### config.mk
export PLATFORM = sky130hd
export DESIGN_NAME = mult_exhaustive_sequencer_flat
export DESIGN_NICKNAME = d
export VERILOG_FILES = /design/src/rtl/mult_exhaustive_sequencer_pkg.sv /design/src/rtl/mult_exhaustive_sequencer_if.sv /design/src/rtl/mult_golden_delay.sv /design/src/rtl/mult_exhaustive_sequencer.sv /design/src/flat_wrapper.sv
export SDC_FILE = /design/constraint.sdc
export NUM_CORES = 1
export LEC_CHECK = 0
export ABC_CLOCK_PERIOD_IN_PS = 2400
export BUFFER_PORTS_ARGS = -buffer_cell sky130_fd_sc_hd__buf_2
export CORE_ASPECT_RATIO = 0.7
export CORE_UTILIZATION = 47
export DETAILED_ROUTE_END_ITERATION = 10
export GPL_TIMING_DRIVEN = 0
export HOLD_SLACK_MARGIN = 0.05
export PLACE_DENSITY_LB_ADDON = 0.15
export SYNTH_ARGS = -nofsm -noshare
export SYNTH_HDL_FRONTEND = slang
export SYNTH_SLANG_ARGS = --single-unit
export TNS_END_PERCENT = 5
### constraint.sdc
create_clock -name clk -period 2.4 [get_ports clk]
set_input_delay 0.12 -clock clk [delete_from_list [all_inputs] [get_ports clk]]
set_output_delay 0.12 -clock clk [all_outputs]
set_load 0.05 [all_outputs]
### src/rtl/mult_exhaustive_sequencer_pkg.sv
// Shared state encoding and sizing helpers for the exhaustive
// multiplier sequencer and its golden delay line.
package mult_exhaustive_sequencer_pkg;

    typedef enum logic [1:0] {
        IDLE,
        RUN,
        DRAIN,
        DONE
    } seq_state_t;

    function automatic int unsigned vec_count(
        input int unsigned w
    );
        return 32'd1 << (2 * w);
    endfunction

    // Wide enough to hold vec_count(w) itself without wrapping.
    function automatic int unsigned err_width(
        input int unsigned w
    );
        return 2 * w + 1;
    endfunction

endpackage

### src/rtl/mult_exhaustive_sequencer_if.sv
// Operand/product bus between the sequencer and one candidate
// multiplier instance.
interface mult_exhaustive_sequencer_if #(
    parameter int WIDTH = 2
);

    logic [WIDTH-1:0]   op_a;
    logic [WIDTH-1:0]   op_b;
    logic [2*WIDTH-1:0] dut_p;

    modport master (
        output op_a,
        output op_b,
        input  dut_p
    );

    modport slave (
        input  op_a,
        input  op_b,
        output dut_p
    );

endinterface

### src/rtl/mult_golden_delay.sv
// Golden product plus a valid-tagged delay line that lines each
// reference up with the candidate's latency.
module mult_golden_delay
    import mult_exhaustive_sequencer_pkg::*;
#(
    parameter int WIDTH   = 2,
    parameter int DUT_LAT = 0
) (
    input  logic               clk,
    input  logic               rst,
    input  logic               flush,
    input  logic               in_valid,
    input  logic [WIDTH-1:0]   a,
    input  logic [WIDTH-1:0]   b,
    output logic               out_valid,
    output logic [WIDTH-1:0]   out_a,
    output logic [WIDTH-1:0]   out_b,
    output logic [2*WIDTH-1:0] out_p
);

    localparam int PW = 2 * WIDTH;
    localparam int D  = (DUT_LAT == 0) ? 1 : DUT_LAT;

    typedef struct packed {
        logic             v;
        logic [WIDTH-1:0] a;
        logic [WIDTH-1:0] b;
        logic [PW-1:0]    p;
    } tap_t;

    tap_t head;
    tap_t tail;
    tap_t line [D];

    always_comb begin
        head   = '0;
        head.v = in_valid;
        head.a = a;
        head.b = b;
        head.p = PW'(a) * PW'(b);
    end

    always_ff @(posedge clk) begin
        if (rst || flush) begin
            for (int i = 0; i < D; i++) begin
                line[i] <= '0;
            end
        end else begin
            line[0] <= head;
            for (int i = 1; i < D; i++) begin
                line[i] <= line[i-1];
            end
        end
    end

    // Zero latency bypasses the registers entirely.
    assign tail = (DUT_LAT == 0) ? head : line[D-1];

    assign out_valid = tail.v;
    assign out_a     = tail.a;
    assign out_b     = tail.b;
    assign out_p     = tail.p;

endmodule

### src/rtl/mult_exhaustive_sequencer.sv
// Sweeps every operand pair through one candidate multiplier,
// counts mismatches and captures the first failing vector.
module mult_exhaustive_sequencer
    import mult_exhaustive_sequencer_pkg::*;
#(
    parameter int WIDTH   = 2,
    parameter int DUT_LAT = 0
) (
    input  logic                       clk,
    input  logic                       rst,
    input  logic                       start,
    input  logic                       abort,
    mult_exhaustive_sequencer_if.master cand,
    output logic                       busy,
    output logic                       done,
    output logic                       pass,
    output logic                       aborted,
    output logic [2*WIDTH:0]           err_count,
    output logic                       fail_valid,
    output logic [WIDTH-1:0]           fail_a,
    output logic [WIDTH-1:0]           fail_b,
    output logic [2*WIDTH-1:0]         fail_p
);

    localparam int PW = 2 * WIDTH;
    localparam int EW = int'(err_width(WIDTH));
    localparam int CW = $clog2(DUT_LAT + 2);
    localparam logic [PW-1:0] LAST = PW'(vec_count(WIDTH) - 1);

    seq_state_t state;

    logic [PW-1:0]    vec;
    logic [CW-1:0]    dcnt;

    logic             g_v;
    logic [WIDTH-1:0] g_a;
    logic [WIDTH-1:0] g_b;
    logic [PW-1:0]    g_p;

    logic             active;
    logic             mism;
    logic             finish;
    logic [EW-1:0]    err_next;

    assign cand.op_a = vec[PW-1:WIDTH];
    assign cand.op_b = vec[WIDTH-1:0];

    assign active = (state == RUN) || (state == DRAIN);

    mult_golden_delay #(
        .WIDTH   (WIDTH),
        .DUT_LAT (DUT_LAT)
    ) u_golden (
        .clk       (clk),
        .rst       (rst),
        .flush     (active && abort),
        .in_valid  (state == RUN),
        .a         (cand.op_a),
        .b         (cand.op_b),
        .out_valid (g_v),
        .out_a     (g_a),
        .out_b     (g_b),
        .out_p     (g_p)
    );

    always_comb begin
        mism     = active && g_v && (cand.dut_p != g_p);
        err_next = err_count + EW'(mism);
        finish   = 1'b0;
        if (state == RUN) begin
            finish = (vec == LAST) && (DUT_LAT == 0);
        end else if (state == DRAIN) begin
            finish = (dcnt == CW'(DUT_LAT - 1));
        end
    end

    always_ff @(posedge clk) begin
        if (rst) begin
            state      <= IDLE;
            vec        <= '0;
            dcnt       <= '0;
            busy       <= 1'b0;
            done       <= 1'b0;
            pass       <= 1'b0;
            aborted    <= 1'b0;
            err_count  <= '0;
            fail_valid <= 1'b0;
            fail_a     <= '0;
            fail_b     <= '0;
            fail_p     <= '0;
        end else begin
            done <= 1'b0;
            unique case (state)
                IDLE: begin
                    if (start) begin
                        state      <= RUN;
                        busy       <= 1'b1;
                        vec        <= '0;
                        dcnt       <= '0;
                        pass       <= 1'b0;
                        aborted    <= 1'b0;
                        err_count  <= '0;
                        fail_valid <= 1'b0;
                        fail_a     <= '0;
                        fail_b     <= '0;
                        fail_p     <= '0;
                    end
                end
                RUN, DRAIN: begin
                    // The compare emerging this cycle still counts on abort.
                    err_count <= err_next;
                    if (mism && !fail_valid) begin
                        fail_valid <= 1'b1;
                        fail_a     <= g_a;
                        fail_b     <= g_b;
                        fail_p     <= cand.dut_p;
                    end
                    if (abort) begin
                        state   <= DONE;
                        busy    <= 1'b0;
                        done    <= 1'b1;
                        aborted <= 1'b1;
                        pass    <= 1'b0;
                    end else if (finish) begin
                        state <= DONE;
                        busy  <= 1'b0;
                        done  <= 1'b1;
                        pass  <= (err_next == '0);
                    end else if (state == RUN) begin
                        if (vec == LAST) begin
                            state <= DRAIN;
                            dcnt  <= '0;
                        end else begin
                            vec <= vec + PW'(1);
                        end
                    end else begin
                        dcnt <= dcnt + CW'(1);
                    end
                end
                DONE: begin
                    state <= IDLE;
                end
                default: begin
                    state <= IDLE;
                end
            endcase
        end
    end

endmodule

### src/flat_wrapper.sv
// flat-port wrapper written by rule: the top's interface ports become plain ports
module mult_exhaustive_sequencer_flat import mult_exhaustive_sequencer_pkg::*;
#(
    parameter int WIDTH   = 2,
    parameter int DUT_LAT = 0
)
  (clk, rst, start, abort, busy, done, pass, aborted, err_count, fail_valid, fail_a, fail_b, fail_p, cand_op_a, cand_op_b, cand_dut_p);
  mult_exhaustive_sequencer_if #(.WIDTH(WIDTH)) cand_i ();
  input  logic clk;
  input  logic rst;
  input  logic start;
  input  logic abort;
  output logic busy;
  output logic done;
  output logic pass;
  output logic aborted;
  output logic [2*WIDTH:0] err_count;
  output logic fail_valid;
  output logic [WIDTH-1:0] fail_a;
  output logic [WIDTH-1:0] fail_b;
  output logic [2*WIDTH-1:0] fail_p;
  output wire logic [$bits(cand_i.op_a)-1:0] cand_op_a;
  output wire logic [$bits(cand_i.op_b)-1:0] cand_op_b;
  input wire logic [$bits(cand_i.dut_p)-1:0] cand_dut_p;
  assign cand_op_a = cand_i.op_a;
  assign cand_op_b = cand_i.op_b;
  assign cand_i.dut_p = cand_dut_p;
  mult_exhaustive_sequencer #(.WIDTH(WIDTH), .DUT_LAT(DUT_LAT)) u_core (.clk(clk), .rst(rst), .start(start), .abort(abort), .cand(cand_i), .busy(busy), .done(done), .pass(pass), .aborted(aborted), .err_count(err_count), .fail_valid(fail_valid), .fail_a(fail_a), .fail_b(fail_b), .fail_p(fail_p));
endmodule
======== Word level (Yosys, flattened, before mapping) ========
Index checks and enable logic that the tools add are counted.
operators by class
  multiplexer cells ....................... 42
  equal/unequal tests ..................... 16
  add/subtract/negate cells ............... 3
  multiply operators ...................... 1
  bitwise gates (word level) .............. 1
  reduce and logical (&&, ||, !) cells .... 17
operator list
  kind                                                              count
  4-bit 2-to-1 mux                                                  6
  1-bit 2-to-1 mux                                                  16
  2-bit 2-to-1 mux                                                  8
  4-bit one-hot mux with 2 select lines                             2
  3-bit AND reduction                                               4
  2-bit != test (second input constant)                             5
  1-bit one-hot mux with 2 select lines                             5
  5-bit one-hot mux with 2 select lines                             1
  4-bit by 2-bit != test with 1-bit output (second input constant)  2
  2-bit one-hot mux with 2 select lines                             2
  2-bit one-hot mux with 3 select lines                             1
  6-bit AND reduction                                               1
  5-bit by 1-bit adder with 5-bit output                            1
  5-bit zero test                                                   1
  5-bit 2-to-1 mux                                                  1
  5-bit AND reduction                                               1
  4-bit by 1-bit adder with 4-bit output (second input constant)    1
  2-bit == test (second input constant)                             2
  4-bit == test (second input constant)                             1
  2-bit by 2-bit multiplier with 4-bit output                       1
  2-bit by 1-bit != test with 1-bit output (second input constant)  2
  4-bit != test                                                     1
  2-bit OR reduction                                                2
  1-bit logical AND                                                 3
  other kinds (10)                                                  10
word-level totals
  word-level logic and storage cells ...... 92
  register bits ........................... 25
  input port bits ......................... 8
  output and inout port bits .............. 22

======== Logic depth before layout (Yosys ltp) ========
  word-level depth ........................ 9
  gate-level depth with buffers ........... 13
  depth with buffers taken out ............ 12

======== Modules after synthesis ========
A second synthesis with hierarchy kept.
unflattened totals
  cells, all modules ...................... 153
  area total of the unflattened synthesis .. 1418.9 um2
modules (own cells, without submodules)
  module                     sequential area each (um2)  cells an instance  area each (um2)  instances
  mult_exhaustive_sequencer  500.5                       142                1331.3           1
  mult_golden_delay          0.0                         11                 87.6             1

======== Worst setup path after synthesis ========
OpenSTA, ideal clock, no wires.
  kind .................................... flip-flop to flip-flop
  from .................................... register u_core.vec[2]
  to ...................................... register u_core.pass
  buffers on the path ..................... 1
  cell stages (with the launch flop) ...... 13
  slack ................................... -0.457 ns
  library setup time ...................... 0.072 ns
  arrival time ............................ 2.785 ns
  path through ............................ dfxtp_1 > buf_2 > and2_1 > ha_1 > ha_1 > xnor2_1 > o2111ai_1 > and2_1 > ha_1 > ha_1 > nor4_1 > nand4_1 > mux2i_1
on the way
  word-level cells in the longest chain between the ends .. 8
  elaborated cells on any way between the ends .. 12
  classes of those cells .................. add/sub (1); mul (1); eq/ne (3); mux (4); reduce/logical (3)
RTL lines
  element                                      line                              RTL
  start, declared                              mult_exhaustive_sequencer.sv:32   logic [PW-1:0] vec;
  start signal, assigned                       mult_exhaustive_sequencer.sv:134  vec <= vec + PW'(1);
  2-bit by 2-bit multiplier with 4-bit output  mult_golden_delay.sv:40           head.p = PW'(a) * PW'(b);
  4-bit != test                                mult_exhaustive_sequencer.sv:67   mism = active && g_v && (cand.dut_p != g_p);
  1-bit logical AND                            mult_exhaustive_sequencer.sv:67
  5-bit by 1-bit adder with 5-bit output       mult_exhaustive_sequencer.sv:68   err_next = err_count + EW'(mism);
  5-bit zero test                              mult_exhaustive_sequencer.sv:128  pass <= (err_next == '0);
  1-bit 2-to-1 mux                             mult_exhaustive_sequencer.sv:124  end else if (finish) begin
  1-bit 2-to-1 mux                             mult_exhaustive_sequencer.sv:118  if (abort) begin
  1-bit one-hot mux with 2 select lines        mult_exhaustive_sequencer.sv:93   unique case (state)
  end signal, assigned                         mult_exhaustive_sequencer.sv:128
  end, declared                                mult_exhaustive_sequencer.sv:16   output logic pass,
Parallel ways exist; a longest one is shown, timed or not. The select of a mux whose other input is x is not followed.
A chain may end at the register's enable or synchronous reset.

======== Worst setup path after layout ========
  from .................................... register u_core.vec[0]
  to ...................................... register u_core.pass
Same word-level chain as after synthesis.

==> results.cfg <==
[yosys]
ys_seq_area_share_pct = 38.0
synth_area_sq_um = 1320
synth_top_flop_cell = dfxtp_1
async_flop_share_pct = 0
avgSynthCellArea_sq_um = 8.85
yosysWarnings = 0
synth_cell_types = 36
synth_enable_flop_cells = 0
synthesis.nets = 168
ys_ff_latch = 25
synth_cells = 149

[clock_tree]
clock_latency_ns = 0.27
cts_buffer_depth = 2
clock_sinks = 25
htree_levels = 1
cts_buffers = 3
tritoncts = yes
cts-root-buf = clkbuf_8
holdBufCountCts = 0
path_clk_slew_ns = 0.08

[sta]
fmax_mhz = 434
min_period_ns = 2.30
relSlewSlack_pct = 47.0
hold_violations = 0
finalCritPeriodShare_pct = 96.0
setup_violations = 0
layout_setup_ws_ns = 0.0961
final_max_slew_viol_count = 0
fin_worst_skew_ns = 0.00203
worst_pin_slew_ns = 0.791

[final_layout]
postLayoutCoreUtil_pct = 65.6
seqCellArea_sq_um = 513
diodes = 0
syn_to_final_growth_pct = 26.9
multi_input_area_sq_um = 867
stdcell_area_sq_um = 1670
drive_gt1_share_pct = 29.1
fill_cells = 218
final_cells = 216
final_nets = 202

[grt]
grt_overflow = 0
grt_pass1_vias = 1124
grt_max_degree = 15
antenna_found_initial = 0
grt_usage_pct = 23.6
grt_pass1_wl_mm = 5.26

[worst_setup_path]
cpMostUsedCell = ha_4
cp.required_ns = 2.61
worstPathArrival_ns = 2.51
slowest_delay_ns = 0.37
cp-start-kind = register
path_cells = and2_4, ha_4, ha_4, xnor2_2, o2111ai_2, and2_4, ha_4, ha_4, nor4_4, nand4_1, mux2i_1
slowest_stage = dfxtp_4
path_class = register to register
crit_path_end_kind = register
cp_max_fo = 6

[placement]
dp_worst_setup_slack_ns = -0.176
io_buffers = 28
gp_congestion = 0.848
hpwl_mm = 2.42
place_area_sq_um = 1580
dp_cells = 211

[drt]
routed.top_layer = met4
postRouteAntennaNets = 0
num_vias = 1286
first_pass_iters = 4
wire_per_inst_um = 15.4
routedLengthMet1_mm = 1.57
routed_wl_mm = 3.32
drtIter0Drc = 72
route.met2.wl_mm = 1.51
route.detailed.drc = 0
viasPerCell = 5.95
route.met3.wl_um = 228

[floorplanning]
core_region_area_sq_um = 2550
row_count = 15
dieArea_sq_um = 3030
die_h_um = 46.3
die_w_um = 65.3
io_pins = 30
start_util_pct = 51.7

[min_path]
hold_path_class = primary input to register

[pwr]
ir_drop_mv = 0.474
power.total_uw = 1040
power.leakage_uw = 0.000722
power.density_nw_per_um2 = 624

[run]
maxCapViolations = 0

[status]
status = completed
[layer usage]
metal  track usage [%]  vias up
met2              36.3       44
met3              7.67        5
li1                  -      617
met5                 0        -
met4              5.65        0
met1              32.1      620
[state kept, by name, indices dropped and copies added, names as in the netlist]
name,flops
u_core.done,1
u_core.busy,1
u_core.pass,1
u_core.fail_p,4
u_core.fail_a,2
u_core.dcnt,1
u_core.state,2
u_core.fail_valid,1
u_core.err_count,5
u_core.vec,4
u_core.fail_b,2
u_core.aborted,1
[cell usage in the layout, fill, tap and decap left out, types with 2 or more instances in the layout]
| master | netlist | routed |
|---|---|---|
| nor2b_1 | 2 | 2 |
| xnor2_2 | 0 | 2 |
| ha_4 | 0 | 4 |
| a31oi_1 | 5 | 5 |
| buf_2 | 1 | 28 |
| xnor2_1 | 4 | 2 |
| and3_1 | 2 | 2 |
| a21oi_1 | 14 | 14 |
| dfxtp_4 | 0 | 3 |
| clkbuf_1 | 5 | 4 |
| ha_1 | 11 | 7 |
| xor2_1 | 2 | 2 |
| nor4_1 | 3 | 2 |
| and2_4 | 0 | 3 |
| buf_4 | 0 | 3 |
| nand2b_1 | 6 | 6 |
| inv_1 | 3 | 3 |
| a211oi_1 | 3 | 3 |
| nand3_1 | 4 | 3 |
| nor3_1 | 5 | 5 |
| o21ai_0 | 7 | 7 |
| a22o_1 | 8 | 8 |
| nand2_1 | 8 | 8 |
| clkbuf_8 | 0 | 3 |
| nand4b_1 | 2 | 2 |
| nor2_1 | 8 | 8 |
| nand4_1 | 3 | 3 |
| and2_1 | 5 | 2 |
| dfxtp_1 | 25 | 21 |
[per-stage QoR]
step	hold slack [ns]	setup TNS, ns
global route	0.101	-0.00281
global placement	0.358	-0.140
detailed placement	0.368	-0.250
CTS	0.0925	0
finish	0.0953	0
floorplan	0.246	-0.0347
[worst paths after layout]
path,from,slack (ns),depth (start not counted),end
hold reg to reg,u_core.pass,0.48,2,u_core.pass
setup reg to reg,u_core.vec[0],0.1,11,u_core.pass
hold / removal,cand_dut_p[1],0.1,2,u_core.fail_p[1]
setup / recovery,u_core.vec[0],0.1,11,u_core.pass
[synth_stat cells, types with 2 or more instances]
cell type,n,area (sq um)
nand4_1,3,18.8
a22o_1,8,70.1
inv_1,3,11.3
and2_1,5,31.3
ha_1,11,138
nor2b_1,2,12.5
nor3_1,5,25.0
nand4b_1,2,17.5
a211oi_1,3,22.5
and3_1,2,12.5
nor4_1,3,18.8
a31oi_1,5,31.3
dfxtp_1,25,500
nand2_1,8,30.0
xor2_1,2,17.5
clkbuf_1,5,18.8
xnor2_1,4,35.0
nand2b_1,6,37.5
a21oi_1,14,70.1
o21ai_0,7,35.0
nand3_1,4,20.0
nor2_1,8,30.0
[cell families (layout without fill, tap and decap cells)]
logic type,count (synthesis),after routing,synth area share [%]
AO/OA/AOI/OAI,42,42,20.5
XOR/XNOR,6,6,3.98
adder cells (fa/ha/maj),11,11,10.4
buffers and inverters,11,44,3.79
flip-flops,25,25,38.0
multiplexers,1,1,0.759
AND/OR/NAND/NOR,53,53,22.6
[power by group]
group          internal (uW)  total [uW]  switching, uW
Combinational            105         334            229
Sequential               438         461           22.7
Clock                    116         250            134
Total                    660        1040            385
[worst max-delay path: cells and delay by family, from the launching register on]
family	cells	cell delay [ns]
AO/OA/AOI/OAI	1	0.12
adder cells (fa/ha/maj)	4	0.80
AND/OR/NAND/NOR	4	0.68
multiplexers	1	0.15
flip-flops	1	0.37
XOR/XNOR	1	0.11
[what timing repair did]
action,4_1_cts,5_1_grt
gates resized for setup,4,1
buffers inserted,3,1
pin swaps,4,8
endpoints found under the setup margin,3,9
[area by class of cell]
| cell class | instances | share of cell area [%] |
|---|---|---|
| Multi-Input combinational cell | 113 | 51.8 |
| Sequential cell | 25 | 30.6 |
| Timing Repair Buffer | 32 | 10.5 |
| Tap cell | 34 | 2.54 |
| Clock buffer | 3 | 2.47 |
| Buffer | 5 | 1.12 |
| Inverter | 3 | 0.673 |
| Clock inverter | 1 | 0.299 |
No activity file was read; power rests on OpenSTA's default activity.
